[src/rtl/univ_shift_reg.sv]
// ============================================================================
// Module   : univ_shift_reg
// Brief    : WIDTH-bit universal register (hold/load/shift/rotate/clear/
//            complement) with a word-completion counter for serial transfers.
// Revision : 1.0 - initial release
// ============================================================================
`default_nettype none

module univ_shift_reg #(
    parameter int               WIDTH     = 8,
    parameter logic [WIDTH-1:0] RESET_VAL = '0
) (
    input  logic             clk,
    input  logic             rst,
    input  logic             en,
    input  logic [2:0]       mode,
    input  logic [WIDTH-1:0] d,
    input  logic             sin_lsb,
    input  logic             sin_msb,
    output logic [WIDTH-1:0] q,
    output logic [WIDTH-1:0] q_bar,
    output logic             so_msb,
    output logic             so_lsb,
    output logic             word_done
);

    localparam int C_CNT_W = $clog2(WIDTH + 1);

    localparam logic [2:0] C_MODE_HOLD  = 3'b000;
    localparam logic [2:0] C_MODE_LOAD  = 3'b001;
    localparam logic [2:0] C_MODE_SHL   = 3'b010;
    localparam logic [2:0] C_MODE_SHR   = 3'b011;
    localparam logic [2:0] C_MODE_ROL   = 3'b100;
    localparam logic [2:0] C_MODE_ROR   = 3'b101;
    localparam logic [2:0] C_MODE_CLEAR = 3'b110;
    localparam logic [2:0] C_MODE_COMPL = 3'b111;

    localparam logic [C_CNT_W-1:0] C_CNT_LAST = C_CNT_W'(WIDTH - 1);
    localparam logic [C_CNT_W-1:0] C_CNT_ONE  = C_CNT_W'(1);

    logic [WIDTH-1:0]   r_q;
    logic [C_CNT_W-1:0] r_cnt;
    logic               r_word_done;

    logic [WIDTH-1:0]   w_q_next;
    logic [C_CNT_W-1:0] w_cnt_next;
    logic               w_done_next;
    logic               w_is_serial;

    // Data path: next register value for the selected mode
    always_comb begin
        w_q_next = r_q;
        if (en) begin
            case (mode)
                C_MODE_HOLD:  w_q_next = r_q;
                C_MODE_LOAD:  w_q_next = d;
                C_MODE_SHL:   w_q_next = {r_q[WIDTH-2:0], sin_lsb};
                C_MODE_SHR:   w_q_next = {sin_msb, r_q[WIDTH-1:1]};
                C_MODE_ROL:   w_q_next = {r_q[WIDTH-2:0], r_q[WIDTH-1]};
                C_MODE_ROR:   w_q_next = {r_q[0], r_q[WIDTH-1:1]};
                C_MODE_CLEAR: w_q_next = '0;
                C_MODE_COMPL: w_q_next = ~r_q;
                default:      w_q_next = r_q;
            endcase
        end
    end

    // Any of the four shift/rotate modes advances the word counter
    assign w_is_serial = (mode == C_MODE_SHL) || (mode == C_MODE_SHR) ||
                         (mode == C_MODE_ROL) || (mode == C_MODE_ROR);

    always_comb begin
        w_cnt_next  = r_cnt;
        w_done_next = 1'b0;
        if (en) begin
            if (w_is_serial) begin
                if (r_cnt == C_CNT_LAST) begin
                    w_cnt_next  = '0;
                    w_done_next = 1'b1;
                end else begin
                    w_cnt_next = r_cnt + C_CNT_ONE;
                end
            end else if ((mode == C_MODE_LOAD) || (mode == C_MODE_CLEAR)) begin
                w_cnt_next = '0;
            end
        end
    end

    always_ff @(posedge clk or posedge rst) begin
        if (rst) begin
            r_q         <= RESET_VAL;
            r_cnt       <= '0;
            r_word_done <= 1'b0;
        end else begin
            r_q         <= w_q_next;
            r_cnt       <= w_cnt_next;
            r_word_done <= w_done_next;
        end
    end

    assign q         = r_q;
    assign q_bar     = ~r_q;
    assign so_msb    = r_q[WIDTH-1];
    assign so_lsb    = r_q[0];
    assign word_done = r_word_done;

endmodule

`default_nettype wire

[config.mk]
export PLATFORM = sky130hd
export DESIGN_NAME = univ_shift_reg
export DESIGN_NICKNAME = d
export VERILOG_FILES = /design/src/rtl/univ_shift_reg.sv
export SDC_FILE = /design/constraint.sdc
export NUM_CORES = 1
export LEC_CHECK = 0
export ABC_CLOCK_PERIOD_IN_PS = 1360
export BUFFER_PORTS_ARGS = -buffer_cell sky130_fd_sc_hd__buf_2
export CELL_PAD_IN_SITES_DETAIL_PLACEMENT = 0
export CELL_PAD_IN_SITES_GLOBAL_PLACEMENT = 1
export CORE_UTILIZATION = 34
export CTS_CLUSTER_DIAMETER = 150
export DETAILED_ROUTE_END_ITERATION = 8
export PLACE_DENSITY_LB_ADDON = 0.2
export RECOVER_POWER = 25
export SYNTH_ARGS = -nofsm -noshare
export SYNTH_HDL_FRONTEND = slang
export SYNTH_SLANG_ARGS = --single-unit
[constraint.sdc]
create_clock -name clk -period 1.36 [get_ports clk]
set_input_delay 0.272 -clock clk [delete_from_list [all_inputs] [get_ports clk]]
set_output_delay 0.272 -clock clk [all_outputs]
set_load 0.02 [all_outputs]
==> After elaboration in Yosys (flattened, before gate mapping) <==
Index checks and enable logic that the tools add are counted.
{ "classes": {"add_sub_neg": 1, "n_eq_ne": 8, "n_mux": 7, "bitwise": 2, "reduce_logical": 8} }
{ "op_table": {"columns": ["cell", "count"], "rows": [
  ["$pmux W8 S7", 1],
  ["$eq A3 B3 Y1 const B", 4],
  ["$mux W4", 3],
  ["$not A8 Y8", 1],
  ["$eq A3 B2 Y1 const B", 2],
  ["$add A4 B1 Y4 const B", 1],
  ["$eq A4 B3 Y1 const B", 1],
  ["$logic_or A1 B1 Y1", 4],
  ["$reduce_and A2 Y1", 2],
  ["$eq A3 B1 Y1 const B", 1],
  ["$logic_not A3 Y1", 1],
  ["$mux W1", 3],
  ["$reduce_bool A2 Y1", 1],
  ["$not A1 Y1", 1]
]} }
{ "word_totals": {"reg_bits": 13, "output_inout_bits": 19, "word_cells": 29} }

==> Logic depth before layout (Yosys ltp) <==
{ "depth": {"ltp_word": 6, "ltp_mapped": 8} }

==> Least setup slack after synthesis <==
OpenSTA, ideal clock, no wires.
{ "synth_path": {"path_kind": "input to register", "start": "input port mode[1]", "end": "register r_q[0], in the netlist q[0]", "arrival_ps": 1223, "slack_ps": 42, "cell_stages": 8, "path_buffers": 4, "path_cell_list": "buf_6 > or2_1 > buf_6 > o21ai_4 > buf_6 > buf_6 > nand2_1 > o31ai_1"} }
{ "synth_via": {"elab_chain_cells": 3} }
{ "synth_lines": {"columns": ["item", "line_no", "source"], "rows": [
  ["from (decl)", "16", "input logic [2:0] mode,"],
  ["branches (longest 3 deep; another with $pmux W8 S7)", null, null],
  ["to (signal assigned)", "95", "r_q <= w_q_next;"],
  ["to (decl)", "41", "logic [WIDTH-1:0] r_q;"]
]} }
Several ways; the timed one is not identified.
A chain may end at the register's enable or synchronous reset.

==> Worst setup path after layout <==
{ "layout_path": {"start": "register r_q[7], in the netlist q[7]", "end": "output port q_bar[7]"} }
{ "layout_via": {"elab_chain_cells": 1} }
{ "layout_lines": {"columns": ["item", "line_no", "source"], "rows": [
  ["$not A8 Y8", "102", "assign q_bar = ~r_q;"],
  ["to (decl)", "21", "output logic [WIDTH-1:0] q_bar,"]
]} }
No other way between the ends.

==> insert_results.sql <==
INSERT INTO impl_metrics (metric_group, metric, value, unit) VALUES
('detailed_routing', 'drc', '0', ''),
('clock_network', 'cts_max_level', '1', ''),
('die', 'floorplan.rows', '18', ''),
('final_layout', 'flow.area_growth_from_synthesis', '22.9', '%'),
('worst_hold_path', 'tightest_hold_check_type', 'in -> async', ''),
('detailed_routing', 'drt_first_iter_violations', '6', ''),
('grt', 'grt_util_all_layers', '0.172', ''),
('detailed_routing', 'post_drt_wl_per_cell', '12.2', 'um'),
('worst_setup_path', 'criticalPathCategory', 'reg -> out', ''),
('clock_network', 'cts_tree', 'yes', ''),
('power_and_ir_drop', 'switching_share', '0.412', ''),
('die', 'boundaryPins', '35', ''),
('final_layout', 'layout-drive-gt1-share', '0.342', ''),
('sta', 'final.min_clock_period', '1.26', 'ns'),
('final_layout', 'multi_input_comb_area', '488', 'um^2'),
('sta', 'tightestPinTransition', '0.514', 'ns'),
('sta', 'setup_ws', '0.105', 'ns'),
('final_layout', 'number_of_nets_in_the_layout', '164', ''),
('detailed_routing', 'drt_first_pass_iters', '4', ''),
('grt', 'pin_count_of_the_biggest_net_entering_global_routing', '15', ''),
('sta', 'final_max_slew_viol_count', '0', ''),
('clock_network', 'root_buffer', 'sky130_fd_sc_hd__clkbuf_4', ''),
('logic_synthesis', 'synth_cell_type_count', '30', ''),
('outcome', 'outcome', 'finished, final reports clean', ''),
('grt', 'first_global_vias', '834', ''),
('place', 'pre_cts_slack', '-0.102', 'ns'),
('place', 'placement.io_buffers', '34', ''),
('clock_network', 'clkTransAtPathRegs', '0.08', 'ns'),
('sta', 'clock-skew-final', '0.000407', 'ns'),
('logic_synthesis', 'postSynthNetCount', '127', ''),
('logic_synthesis', 'synth_area', '941', 'um^2'),
('clock_network', 'post_cts.repair.setup_buffers', '0', ''),
('clock_network', 'post_cts_resize_count', '0', ''),
('sta', 'final_count_of_negative_setup_slack_endpoints', '0', ''),
('clock_network', 'cts_inserted_buffers', '3', ''),
('power_and_ir_drop', 'seqPwrFrac', '0.413', ''),
('power_and_ir_drop', 'total_leakage_power', '0.577', 'nW'),
('power_and_ir_drop', 'internal_power', '826', 'uW'),
('place', 'routabilityCongestion', '0.746', ''),
('logic_synthesis', 'postSynthRegisterBits', '13', ''),
('die', 'core_region_area', '2540', 'um^2'),
('power_and_ir_drop', 'pwr-share-clk', '0.174', ''),
('grt', 'grt_pass1_wl', '3.65', 'mm'),
('final_layout', 'num-fill-cells', '275', ''),
('place', 'hpwl', '1.67', 'mm'),
('logic_synthesis', 'syn_avg_cell_area', '8.55', 'um^2'),
('final_layout', 'regArea', '325', 'um^2'),
('power_and_ir_drop', 'vdd_drop_max', '0.601', 'mV'),
('sta', 'layout_worst_path_cycle_share', '0.923', ''),
('worst_setup_path', 'worst-path-max-fanout', '6', ''),
('grt', 'grt_overflow', '0', ''),
('die', 'floorplan.die.height', '54.6', 'um'),
('die', 'x_dimension_of_the_die', '54.6', 'um'),
('worst_setup_path', 'worstPathArrival', '0.98', 'ns'),
('logic_synthesis', 'ys.warnings.count', '0', ''),
('detailed_routing', 'vias', '880', ''),
('power_and_ir_drop', 'post-layout-total-power', '1.40', 'mW'),
('run', 'cap_violations', '0', ''),
('detailed_routing', 'route.final.wire_length', '2.15', 'mm'),
('logic_synthesis', 'synthCells', '110', ''),
('worst_setup_path', 'worstSetupEndpointType', 'primary output', ''),
('power_and_ir_drop', 'combinationalPowerShare', '0.413', ''),
('clock_network', 'cts.path.max_buffers', '2', ''),
('logic_synthesis', 'yosysSeqAreaShare', '0.346', ''),
('sta', 'final_hold_viol_count', '0', ''),
('detailed_routing', 'via_per_inst', '5.00', ''),
('sta', 'timing.slew.headroom', '0.657', ''),
('clock_network', 'clock_sinks', '13', ''),
('clock_network', 'cts_hold_repair.buffers', '0', ''),
('sta', 'fmaxAchievable', '0.797', 'GHz'),
('die', 'initial_utilization', '0.370', ''),
('worst_setup_path', 'start_kind', 'register', ''),
('power_and_ir_drop', 'p_sw', '578', 'uW'),
('final_layout', 'antenna_cells', '0', ''),
('clock_network', 'worst_skew_late_latency', '0.28', 'ns'),
('power_and_ir_drop', 'cellPowerDensity', '1210', 'nW/um^2'),
('grt', 'grt_antenna_before_repair', '0', ''),
('die', 'die_area', '2980', 'um^2'),
('detailed_routing', 'drt.antenna.violating_nets', '0', ''),
('worst_setup_path', 'worstPathRequired', '1.09', 'ns'),
('sta', 'rsz0062_at_grt', 'no', '');
[cells in the mapped netlist, drive strengths merged]
master  count  area [um^2]
inv        11         41.3
nand3b      3         22.5
a22o        1         8.76
mux2i       7         70.1
o221ai      6         52.6
xor2        1         8.76
a211oi      2         20.0
nor2        1         3.75
or2         2         12.5
dfrtp      13          325
o21ai      19          106
nor4        1         12.5
nand2b      4         25.0
buf        10         82.6
nand3       4         20.0
nor4b       1         8.76
clkbuf      1         3.75
and2        1         6.26
ha          1         12.5
a21o        1         7.51
o31ai       1         7.51
a21oi       4         20.0
nand2      12         45.0
a22oi       1         7.51
nor3        2         10.0
[worst max-delay path, cell delays in order (launching register included)]
cell and delay (ns):
sky130_fd_sc_hd__dfrtp_1 0.44, sky130_fd_sc_hd__inv_1 0.10, sky130_fd_sc_hd__buf_2 0.16
[per-layer routing]
| metal | global-route usage | part of all wire | wire length [um] | up-vias |
|---|---|---|---|---|
| li1 | - | - | - | 458 |
| met1 | 0.204 | 0.47 | 1010 | 402 |
| met2 | 0.295 | 0.49 | 1060 | 20 |
| met3 | 0.0583 | 0.039 | 84 | 0 |
| met4 | 0.0385 | 0 | 0 | 0 |
| met5 | 0 | 0 | 0 | - |
[layout make-up]
cell class / instances / area share
sequential: 13 / 0.281
tap: 30 / 0.0325
inverter: 11 / 0.0357
multi-input combinational: 75 / 0.422
timing repair buffer: 43 / 0.206
clock buffer: 4 / 0.0227
[registers in the layout, indices dropped and copies added, names as in the netlist]
name       flops
r_cnt          4
word_done      1
q              8
[power groups by stage]
stage | Sequential (mW) | Combinational, mW | Clock [mW]
2_1_floorplan | 0.619 | 0.374 | 0
3_3_place_gp | 0.587 | 0.574 | 0
3_5_place_dp | 0.591 | 0.584 | 0
4_1_cts | 0.583 | 0.587 | 0.256
5_1_grt | 0.601 | 0.647 | 0.278
6_report | 0.579 | 0.580 | 0.244
[cell families after synthesis]
logic type	synth area share
AOI/OAI and AO/OA	0.245
xor gates and xnor gates	0.00931
adders and majority gates	0.0133
buffers and inverters	0.136
DFF	0.346
muxes	0.0745
and+or+nand+nor	0.177
[through the flow]
stage	hold slack, ns	utilization	TNS [ns]	instance area [um^2]	std cells
after global placement	0.342	0.444	-0.0418	1130	172
final	0.00992	0.454	0	1160	176
after CTS	0.0317	0.454	0	1160	176
after global routing	0.0519	0.454	0	1160	176
after detailed placement	0.340	0.444	-0.328	1130	172
after floorplan	0.149	-	0	941	110
[path summary, 6_finish.rpt]
kind | startpoint | to | slack, ns | cells past startpoint
max | q[7] | q_bar[7] | 0.10 | 2
min in group clk | d[0] | q[0] | 0.28 | 3
max in group asynchronous | rst | q[0] | 1.01 | 2
max reg2reg | r_cnt[0] | r_cnt[1] | 0.18 | 5
min | rst | word_done | 0.01 | 2
min reg2reg | r_cnt[3] | word_done | 0.51 | 1
[layout by cell type, fill, tap and decap left out]
cell type	n
sky130_fd_sc_hd__a211oi_1	1
sky130_fd_sc_hd__a211oi_2	1
sky130_fd_sc_hd__a21o_1	1
sky130_fd_sc_hd__a21oi_1	4
sky130_fd_sc_hd__a22o_1	1
sky130_fd_sc_hd__a22oi_1	1
sky130_fd_sc_hd__and2_1	1
sky130_fd_sc_hd__buf_2	34
sky130_fd_sc_hd__buf_4	9
sky130_fd_sc_hd__clkbuf_1	1
sky130_fd_sc_hd__clkbuf_4	3
sky130_fd_sc_hd__dfrtp_1	13
sky130_fd_sc_hd__ha_1	1
sky130_fd_sc_hd__inv_1	11
sky130_fd_sc_hd__mux2i_1	7
sky130_fd_sc_hd__nand2_1	12
sky130_fd_sc_hd__nand2b_1	4
sky130_fd_sc_hd__nand3_1	4
sky130_fd_sc_hd__nand3b_1	3
sky130_fd_sc_hd__nor2_1	1
sky130_fd_sc_hd__nor3_1	2
sky130_fd_sc_hd__nor4_2	1
sky130_fd_sc_hd__nor4b_1	1
sky130_fd_sc_hd__o21ai_0	18
sky130_fd_sc_hd__o21ai_4	1
sky130_fd_sc_hd__o221ai_1	6
sky130_fd_sc_hd__o31ai_1	1
sky130_fd_sc_hd__or2_1	1
sky130_fd_sc_hd__or2_2	1
sky130_fd_sc_hd__xor2_1	1
(Power assumes the default switching activity.)
